### config.mk
export PLATFORM = sky130hd
export DESIGN_NAME = pc_sequencer
export DESIGN_NICKNAME = d
export VERILOG_FILES = /design/src/rtl/pc_sequencer.sv
export SDC_FILE = /design/constraint.sdc
export NUM_CORES = 1
export LEC_CHECK = 0
export BUFFER_PORTS_ARGS = -buffer_cell sky130_fd_sc_hd__buf_2
export CORE_MARGIN = 3
export CORE_UTILIZATION = 49
export CTS_BUF_LIST = sky130_fd_sc_hd__clkbuf_16
export CTS_CLUSTER_SIZE = 14
export DETAILED_ROUTE_END_ITERATION = 12
export MAX_ROUTING_LAYER = met4
export PLACE_DENSITY = 0.77
export SYNTH_ARGS = -nofsm -noshare
export SYNTH_HDL_FRONTEND = slang
export SYNTH_SLANG_ARGS = --single-unit
export TNS_END_PERCENT = 50
### constraint.sdc
create_clock -name clk -period 3.44 [get_ports clk]
set_clock_uncertainty 0.05 [all_clocks]
set_input_delay 0.516 -clock clk [delete_from_list [all_inputs] [get_ports clk]]
set_output_delay 0.516 -clock clk [all_outputs]
set_load 0.005 [all_outputs]
### src/rtl/pc_sequencer.sv
// ----------------------------------------------------------------------------
// pc_sequencer
//
// Instruction fetch sequencer. A three-state machine (IDLE -> FETCH -> ISSUE)
// fetches one instruction word from instruction memory, hands it to the
// datapath, then computes the next fetch address from the redirect requests
// that are presented while the instruction is being issued.
//
// Ports
//   clk          rising-edge clock
//   rst_n        asynchronous active-low reset
//   imem_req     fetch request (high for every FETCH cycle)
//   imem_addr    fetch address, held stable while a request is outstanding
//   imem_ack     memory accepts the request; imem_rdata is valid that cycle
//   imem_rdata   fetched instruction word
//   instr_valid  instruction presented to the datapath (ISSUE state)
//   instr_out    issued instruction word
//   instr_pc     address of the issued instruction
//   stall        datapath not ready; the issued instruction is held
//   jr/jr_addr   register-indirect jump (highest priority)
//   jump/jump_index    region-relative absolute jump
//   br_taken/br_imm    PC-relative branch, word offset
//   misalign_err one-cycle pulse when a JR target is not word aligned
//
// Throughput is one instruction every two cycles when memory acknowledges
// in the same cycle as the request.
// ----------------------------------------------------------------------------
module pc_sequencer #(
  parameter logic [31:0] RESET_PC = 32'h0000_0000
) (
  input  logic        clk,
  input  logic        rst_n,
  output logic        imem_req,
  output logic [31:0] imem_addr,
  input  logic        imem_ack,
  input  logic [31:0] imem_rdata,
  output logic        instr_valid,
  output logic [31:0] instr_out,
  output logic [31:0] instr_pc,
  input  logic        stall,
  input  logic        jr,
  input  logic [31:0] jr_addr,
  input  logic        jump,
  input  logic [25:0] jump_index,
  input  logic        br_taken,
  input  logic [15:0] br_imm,
  output logic        misalign_err
);

  typedef enum logic [1:0] {
    IDLE  = 2'd0,
    FETCH = 2'd1,
    ISSUE = 2'd2
  } state_t;

  state_t      state_r;
  logic [31:0] pc_r;

  logic [31:0] pc_plus4_s;
  logic [31:0] jump_tgt_s;
  logic [31:0] br_tgt_s;
  logic [31:0] next_pc_s;
  logic        jr_bad_s;

  // Branch immediate is a signed word offset: sign-extend and scale to bytes.
  function automatic logic [31:0] branch_offset(input logic [15:0] imm);
    branch_offset = {{14{imm[15]}}, imm, 2'b00};
  endfunction

  // Next-PC selection for the instruction currently in ISSUE.
  // Priority: jr > jump > br_taken > sequential. A misaligned JR target is
  // not followed; execution falls through to the sequential address.
  always_comb begin
    pc_plus4_s = instr_pc + 32'd4;
    jump_tgt_s = {pc_plus4_s[31:28], jump_index, 2'b00};
    br_tgt_s   = pc_plus4_s + branch_offset(br_imm);
    jr_bad_s   = 1'b0;
    next_pc_s  = pc_plus4_s;
    if (jr) begin
      if (jr_addr[1:0] == 2'b00) begin
        next_pc_s = jr_addr;
      end else begin
        next_pc_s = pc_plus4_s;
        jr_bad_s  = 1'b1;
      end
    end else if (jump) begin
      next_pc_s = jump_tgt_s;
    end else if (br_taken) begin
      next_pc_s = br_tgt_s;
    end else begin
      next_pc_s = pc_plus4_s;
    end
  end

  // Sequencer state machine with all outputs registered.
  // imem_req is raised on the edge that enters FETCH, so the first request
  // after reset is seen by memory on the second rising edge.
  always_ff @(posedge clk or negedge rst_n) begin
    if (!rst_n) begin
      state_r      <= IDLE;
      pc_r         <= RESET_PC;
      imem_req     <= 1'b0;
      imem_addr    <= RESET_PC;
      instr_valid  <= 1'b0;
      instr_out    <= 32'h0000_0000;
      instr_pc     <= 32'h0000_0000;
      misalign_err <= 1'b0;
    end else begin
      // Error is a pulse: cleared every cycle unless set below.
      misalign_err <= 1'b0;
      case (state_r)
        IDLE: begin
          state_r     <= FETCH;
          imem_req    <= 1'b1;
          imem_addr   <= pc_r;
          instr_valid <= 1'b0;
        end
        FETCH: begin
          if (imem_ack) begin
            instr_out   <= imem_rdata;
            instr_pc    <= pc_r;
            imem_req    <= 1'b0;
            instr_valid <= 1'b1;
            state_r     <= ISSUE;
          end else begin
            // Keep requesting the same address until memory accepts.
            imem_req    <= 1'b1;
            imem_addr   <= pc_r;
            instr_valid <= 1'b0;
            state_r     <= FETCH;
          end
        end
        ISSUE: begin
          if (!stall) begin
            pc_r         <= next_pc_s;
            imem_addr    <= next_pc_s;
            imem_req     <= 1'b1;
            instr_valid  <= 1'b0;
            misalign_err <= jr_bad_s;
            state_r      <= FETCH;
          end else begin
            // Hold the instruction; redirect inputs are not looked at.
            imem_req    <= 1'b0;
            instr_valid <= 1'b1;
            state_r     <= ISSUE;
          end
        end
        default: begin
          state_r     <= IDLE;
          imem_req    <= 1'b0;
          instr_valid <= 1'b0;
        end
      endcase
    end
  end

endmodule

After elaboration in Yosys (flattened, before gate mapping)
Cells that the tools add are included.
- bitwise gates (word level): 1
- equal/unequal tests: 4
- add/subtract/negate cells: 2
- muxes and demuxes: 20
- reduce and logical (&&, ||, !) cells: 6
- operator list (operator ; count):
    32-bit two-way mux ; 6
    32-bit one-hot mux with 3 select lines ; 1
    32-bit by 3-bit adder with 32-bit output, second input constant ; 1
    32-bit adder ; 1
    1-bit two-way mux ; 8
    2-bit one-hot mux with 3 select lines ; 1
    2-bit logical NOT ; 2
    2-bit two-way mux ; 2
    2-bit inequality test, second input constant ; 2
    2-bit AND reduction ; 2
    1-bit one-hot mux with 3 select lines ; 1
    3-bit AND reduction ; 1
    3-bit nonzero test ; 1
    2-bit by 1-bit equality test with 1-bit output, second input constant ; 1
    2-bit equality test, second input constant ; 1
    1-bit one-hot mux with 2 select lines ; 1
    1-bit inverter ; 1
- input port bits: 113
- register bits: 133

Depth between registers and ports, before layout
Gate-level depths: netlist of run 1.
- depth in word-level cells: 7
- gate-level depth with buffers: 17

Worst setup path before layout of run 1
No wires, ideal clock.
- kind: reg-to-reg
- start: register instr_pc[8]
- end: register pc_r[30]
- data required time: 3.324 ns
- path slack: -0.101 ns
- stages on the path, launching flop included: 17
- arrival: 3.424 ns
- clock period less this slack: 3.541 ns
- cells stage by stage: dfrtp_1 -> nand4_2 -> or4_1 -> buf_2 -> nand2b_1 -> nor2_1 -> xnor2_1 -> inv_1 -> ha_1 -> a21o_1 -> a21o_1 -> a21oi_1 -> o21ai_0 -> a221oi_1 -> mux2i_1 -> nand3_1 -> nand2_1
- cells in the longest elaborated chain, start to end: 5
- elaborated cells on any way between the ends: 6
- those cells by class: add/sub: 2; mux: 4
- ends and longest elaborated chain (item ; line ; source):
    from (decl) ; 39 ; output logic [31:0] instr_pc,
    from (signal assigned) ; 121 ; instr_pc <= pc_r;
    32-bit by 3-bit adder with 32-bit output * ; 74 ; pc_plus4_s = instr_pc + 32'd4;
    32-bit adder ; 76 ; br_tgt_s = pc_plus4_s + branch_offset(br_imm);
    32-bit two-way mux ; 88 ; end else if (br_taken) begin
    32-bit two-way mux ; 86 ; end else if (jump) begin
    32-bit two-way mux * ; 79 ; if (jr) begin
    to (signal assigned) ; 135 ; pc_r <= next_pc_s;
    to (decl) ; 57 ; logic [31:0] pc_r;
Every way passes the cells marked *; elsewhere a longest branch is shown, timed or not.
A chain may end at the register's enable or synchronous reset.

Final worst setup path of run 1
- start: register instr_pc[9]
- end: register imem_addr[23]
- cells in the longest elaborated chain, start to end: 7
- elaborated cells on any way between the ends: 8
- those cells by class: add/sub: 2; mux: 6
- ends and longest elaborated chain (item ; line ; source):
    32-bit by 3-bit adder with 32-bit output * ; 74 ;
    32-bit adder ; 76 ;
    32-bit two-way mux ; 88 ;
    32-bit two-way mux ; 86 ;
    32-bit two-way mux * ; 79 ;
    32-bit two-way mux * ; 134 ; if (!stall) begin
    32-bit one-hot mux with 3 select lines * ; 111 ; case (state_r)
    to (signal assigned) ; 115 ; imem_addr <= pc_r;
    to (signal assigned) ; 128 ; imem_addr <= pc_r;
    to (signal assigned) ; 136 ; imem_addr <= next_pc_s;
    to (decl) ; 34 ; output logic [31:0] imem_addr,
Every way passes the cells marked *; elsewhere a longest branch is shown, timed or not. The select of a mux whose other input is x is not followed.

==> reports/results.txt, run 1 <==
Synthesis-to-layout area growth: 46.5%
Drt pass-1 iters: 6
CP Launch Type: flop
Final Cell Area: 12600 µm²
Post-layout util: 74.7%
Setup Viol. Count Final: 17
Vias: 9383
Syn nets: 1121
Fin worst setup slack: -0.214 ns
Dpl hpwl: 23.4 mm
DP Area: 11100 µm²
RSZ-0062 raised after global routing: yes
Clk_lat worst skew: 0.42 ns
Synth Flop Type: dfrtp_1
Filler instances: 1219
Global route overflow: 0
Critical Path AT: 3.91 ns
Pins Over Slew Limit: 0
First-pass GRT wire length: 48.7 mm
Min Tclk post-route: 3.65 ns
FF+latch count, synth: 132
Avg Cell Area, Syn: 8.91 µm²
Synthesized instance count: 966
Commonest non-fill, non-tap cell in the layout: buf_2
Die area: 19200 µm²
Final period utilization: 106%
Hold Path Class: in -> async
Final Hold Vio Count: 0
Layout cells sized above 1: 46.6%
Relative slew slack: 46.2%
Number of flops mapped to enable cells by yosys: 0
Clk buf depth: 2
Initial Util: 51.0%
1st-iter DRT viols: 868
Placed cells: 1523
Clock-pin slew on the worst setup and hold paths: 0.06 ns
Worst-Margin Slew: 0.804 ns
Vias in the first global route: 9333
Area of the multi-input gates: 5670 µm²
Highest Clock Rate: 274 MHz
Count of cell types in the netlist: 67
Sequential fraction of the synthesis area: 38.4%
CP max FO: 6
Antenna-violating nets left: 0
Crit path largest cell delay: 0.58 ns
Post-CTS Hold Buffers: 0
Overall power: 0.0113 W
Cell Chain, Critical Path: nand4_4 -> or4_4 -> nor2_4 -> xor2_2 -> ha_1 -> buf_4 -> a21oi_1 -> o21ai_0 -> o21ai_1 -> buf_4 -> nand3_1 -> a32oi_2 -> buf_4 -> a21oi_2 -> a21o_1
Routed wire length: 32.0 mm
Fraction of registers with async set/reset: 100%
I/O pin count: 212
Sequential Area: 3310 µm²
P_leak: 6.18 nW
CP Capture Type: flop
Core ar.: 16900 µm²
Nets: 1503
CTS Root Cell: clkbuf_16
CTS Buf Count: 17
Htree depth: 4
Syn Std Cell Area: 8610 µm²
DRC viols: 0
PwrDens: 898 nW/µm²
Failing checks: setup timing
CP max-delay cell: or4_4
Chip width: 139 µm
Row cnt: 47
CTS tree: done
Req. time, crit path: 3.69 ns
Vias/cell: 5.93
PortBufs: 211
Commonest cells after routing, fill and taps aside: buf_2, buf_4, dfrtp_1
VDD IR max: 0.537 mV
GRT Resource Usage Total: 32.7%
Max-cap check violation count: 0
Most used cell along the critical path: buf_4
Die H: 139 µm
YS warnings: 0
Largest net degree at the start of global routing: 85
Critical setup path kind: reg -> reg
Post-route insts no fill: 1582
CTS Sinks: 132
Initial antenna violation count: 0
Wire per inst: 20.2 µm
Global placement routability congestion: 1.05
Outcome: finished with violations
final timing paths:
| check | from | endpoint | slack, ns | cells after the start |
|---|---|---|---|---|
| setup / recovery | instr_pc[9] | imem_addr[23] | -0.21 | 15 |
| hold / removal | rst_n | instr_out[13] | 0.11 | 1 |
| setup reg to reg | instr_pc[9] | imem_addr[23] | -0.21 | 15 |
| hold reg to reg | imem_addr[23] | imem_addr[23] | 0.42 | 1 |
| max in group asynchronous | rst_n | pc_r[24] | 2.48 | 2 |
| min in group clk | imem_rdata[21] | instr_out[21] | 0.27 | 2 |
registers in the layout, indices dropped and copies added (netlist names):
register	cells
imem_addr	32
misalign_err	1
instr_valid	1
state_r	2
pc_r	32
instr_out	32
instr_pc	32
area by class of cell:
| cell class | count | share of cell area, % |
|---|---|---|
| timing repair buffer | 418 | 21.0 |
| clock inverter | 15 | 1.33 |
| clock buffer | 17 | 3.37 |
| tap | 220 | 2.18 |
| sequential | 132 | 26.2 |
| inverter | 28 | 0.833 |
| multi-input combinational | 751 | 45.0 |
| antenna | 1 | 0.0198 |
synth_stat cells, types with 5 or more instances:
library cell	n	area share, %
nor2b_1	11	0.80
dfrtp_1	132	38
nor2_1	79	3.4
a21oi_1	67	3.9
a31oi_1	12	0.87
nor3_1	15	0.87
nor3b_1	14	1.2
mux2_2	66	8.6
inv_1	27	1.2
mux2i_1	12	1.4
a21o_1	19	1.7
o21ai_1	35	2.0
buf_2	5	0.29
o21ai_0	58	3.4
xor2_1	16	1.6
a211oi_1	15	1.3
xnor2_1	32	3.3
nand2b_1	5	0.36
clkbuf_1	46	2.0
a221oi_1	6	0.61
ha_1	41	6.0
nand2_1	120	5.2
o31ai_1	6	0.52
nand4_1	11	0.80
o211ai_1	9	0.78
or3_1	7	0.51
nand3_1	27	1.6
metal layers:
| layer | vias to the layer above | GRT usage, % | share of wire [%] |
|---|---|---|---|
| met5 | - | - | 0 |
| met4 | 0 | 17.1 | 6.2 |
| met3 | 141 | 6.59 | 9.3 |
| met2 | 589 | 53.5 | 48 |
| met1 | 4422 | 38.2 | 37 |
| li1 | 4231 | - | - |
cell families after synthesis:
kind of cell	share of synthesized area, %
AO/OA/AOI/OAI	19.2
XOR/XNOR	5.20
adder cells (fa/ha/maj)	6.19
buffers and inverters	3.69
flip-flops	38.4
multiplexers	10.0
AND/OR/NAND/NOR	17.3
metrics by stage:
| step | hold slack [ns] | TNS [ns] | worst slack, ns |
|---|---|---|---|
| CTS | 0.136 | -0.198 | -0.0476 |
| global route | 0.166 | -5.78 | -0.284 |
| detailed placement | 0.412 | -5.62 | -0.371 |
| global placement | 0.407 | -4.75 | -0.372 |
| finish | 0.113 | -1.52 | -0.214 |
| floorplan | 0.170 | -0.0163 | -0.0163 |
what timing repair did:
item,in CTS,in global routing
pin swaps,50,42
resized for setup,66,66
setup endpoints to repair,32,41
setup buffers,21,6
power breakdown:
group          switching (W)  internal [W]
Combinational        0.00343       0.00329
Sequential          0.000522       0.00226
Clock               0.000688       0.00113
Total                0.00464       0.00668
critical path: cells and delay by family, from the launching register on:
kind | cells | cell delay [ns]
AO/OA/AOI/OAI | 6 | 1.05
AND/OR/NAND/NOR | 4 | 0.99
buffers and inverters | 3 | 0.55
flip-flops | 1 | 0.39
adder cells (fa/ha/maj) | 1 | 0.31
XOR/XNOR | 1 | 0.19
Power figures use the tool's default switching activity.
==> run 2: changes to the inputs <==
--- a/config.mk
+++ b/config.mk
@@ -11,7 +11,6 @@
 export CTS_BUF_LIST = sky130_fd_sc_hd__clkbuf_16
 export CTS_CLUSTER_SIZE = 14
 export DETAILED_ROUTE_END_ITERATION = 12
-export MAX_ROUTING_LAYER = met4
 export PLACE_DENSITY = 0.77
 export SYNTH_ARGS = -nofsm -noshare
 export SYNTH_HDL_FRONTEND = slang
==> reports/results.txt, run 2 (synthesis results as in run 1) <==
Outcome: finished with violations
Failing checks: setup timing
PwrDens: 885 nW/µm²
Antenna-violating nets left: 0
Clk buf depth: 2
GRT Resource Usage Total: 31.4%
Wire per inst: 20.1 µm
Initial Util: 51.0%
Chip width: 139 µm
CTS Sinks: 132
Layout cells sized above 1: 45.4%
Worst-Margin Slew: 0.768 ns
Vias in the first global route: 9268
Final setup TNS: -1.69 ns
Area of the multi-input gates: 5640 µm²
CP Launch Type: flop
Global placement routability congestion: 1.07
Clk_lat worst skew: 0.41 ns
CP Capture Type: flop
Vias/cell: 5.93
Post-CTS Hold Buffers: 0
Commonest cells after routing, fill and taps aside: buf_2, buf_4, dfrtp_1
Nets: 1487
DRC viols: 0
Post-layout util: 73.2%
CP max FO: 6
I/O pin count: 212
RSZ-0062 raised after global routing: yes
Pins Over Slew Limit: 0
Commonest non-fill, non-tap cell in the layout: buf_2
Filler instances: 1240
Critical setup path kind: reg -> reg
Clock-pin slew on the worst setup and hold paths: 0.06 ns
Worst slack, placed: -0.480 ns
Core ar.: 16900 µm²
Die H: 139 µm
Final period utilization: 104%
Die area: 19200 µm²
Antenna Cells: 0
CTS Buf Count: 17
Dpl hpwl: 22.8 mm
Overall power: 0.0109 W
Htree depth: 4
1st-iter DRT viols: 789
Global route overflow: 0
Initial antenna violation count: 1
Max-cap check violation count: 0
Largest net degree at the start of global routing: 78
Setup Viol. Count Final: 20
Critical Path AT: 3.84 ns
Synthesis-to-layout area growth: 43.6%
Req. time, crit path: 3.69 ns
Vias: 9276
Row cnt: 47
CTS tree: done
First-pass GRT wire length: 48.5 mm
Sequential Area: 3310 µm²
Min Tclk post-route: 3.59 ns
Hold Path Class: in -> async
Highest Clock Rate: 278 MHz
Final Hold Vio Count: 0
PortBufs: 211
P_leak: 6.06 nW
Drt pass-1 iters: 5
Fin worst setup slack: -0.153 ns
Routed wire length: 31.5 mm
VDD IR max: 0.630 mV
Relative slew slack: 48.6%
CTS Root Cell: clkbuf_16
run 2: cell count changes in the layout (fill, tap and decap cells not counted), sizes merged:
cell,previous run,this run
diode,1,0
clkinv,9,5
bufinv,3,1
buf,418,402
clkinvlp,2,1
inv,29,34
run 2: final timing paths:
check | from | to | slack (ns) | depth (start not counted)
hold reg to reg | imem_addr[23] | imem_addr[23] | 0.42 | 1
hold / removal | rst_n | instr_out[13] | 0.09 | 1
setup / recovery | instr_pc[10] | imem_addr[23] | -0.15 | 17
min in group clk | imem_rdata[13] | instr_out[13] | 0.28 | 2
max in group asynchronous | rst_n | instr_pc[14] | 2.44 | 2
setup reg to reg | instr_pc[10] | imem_addr[23] | -0.15 | 17
run 2: final cells by class:
cell class	instances	share of cell area, %
Multi-Input combinational cell	751	45.6
Sequential cell	132	26.8
Timing Repair Buffer	402	20.5
Clock buffer	17	3.44
Tap cell	220	2.23
Inverter	28	0.850
Clock inverter	13	0.668
run 2: where the power goes:
group          switching, W  leakage, nW  total (W)  internal [W]
combinational       0.00337         4.14    0.00658       0.00321
sequential         0.000518         1.65    0.00278       0.00226
clock              0.000634        0.271    0.00159      0.000957
run 2: critical path, stage by stage (launching register included):
cell	delay [ns]
dfrtp_1	0.40
nand4_4	0.11
or4_4	0.57
buf_6	0.17
nor2_4	0.10
nand2_2	0.06
xnor2_2	0.16
buf_4	0.17
ha_4	0.27
nand2_4	0.05
a311oi_2	0.24
o21ai_1	0.13
buf_4	0.19
a21o_1	0.18
a32oi_2	0.26
buf_4	0.17
a21oi_2	0.04
a21o_1	0.16
run 2: per-layer routing:
metal / GRT usage [%] / routed length, µm / vias to the layer above
li1: - / - / 4216
met1: 38.9 / 11800 / 4443
met2: 52.1 / 15200 / 501
met3: 6.24 / 2650 / 114
met4: 16.4 / 1830 / 2
met5: 0 / 9 / -
run 2: repair_timing:
| item | CTS | global route |
|---|---|---|
| pin swaps | 43 | 19 |
| buffers inserted | 9 | 12 |
| gates resized for setup | 61 | 69 |
| endpoints found under the setup margin | 30 | 41 |
run 2: through the flow:
step	instances	cell area, µm²	hold WS (ns)
3_5_place_dp	1512	11100	0.414
4_1_cts	1551	11900	0.113
3_3_place_gp	1512	11100	0.407
6_report	1563	12400	0.0911
2_1_floorplan	966	8620	0.170
5_1_grt	1563	12400	0.143
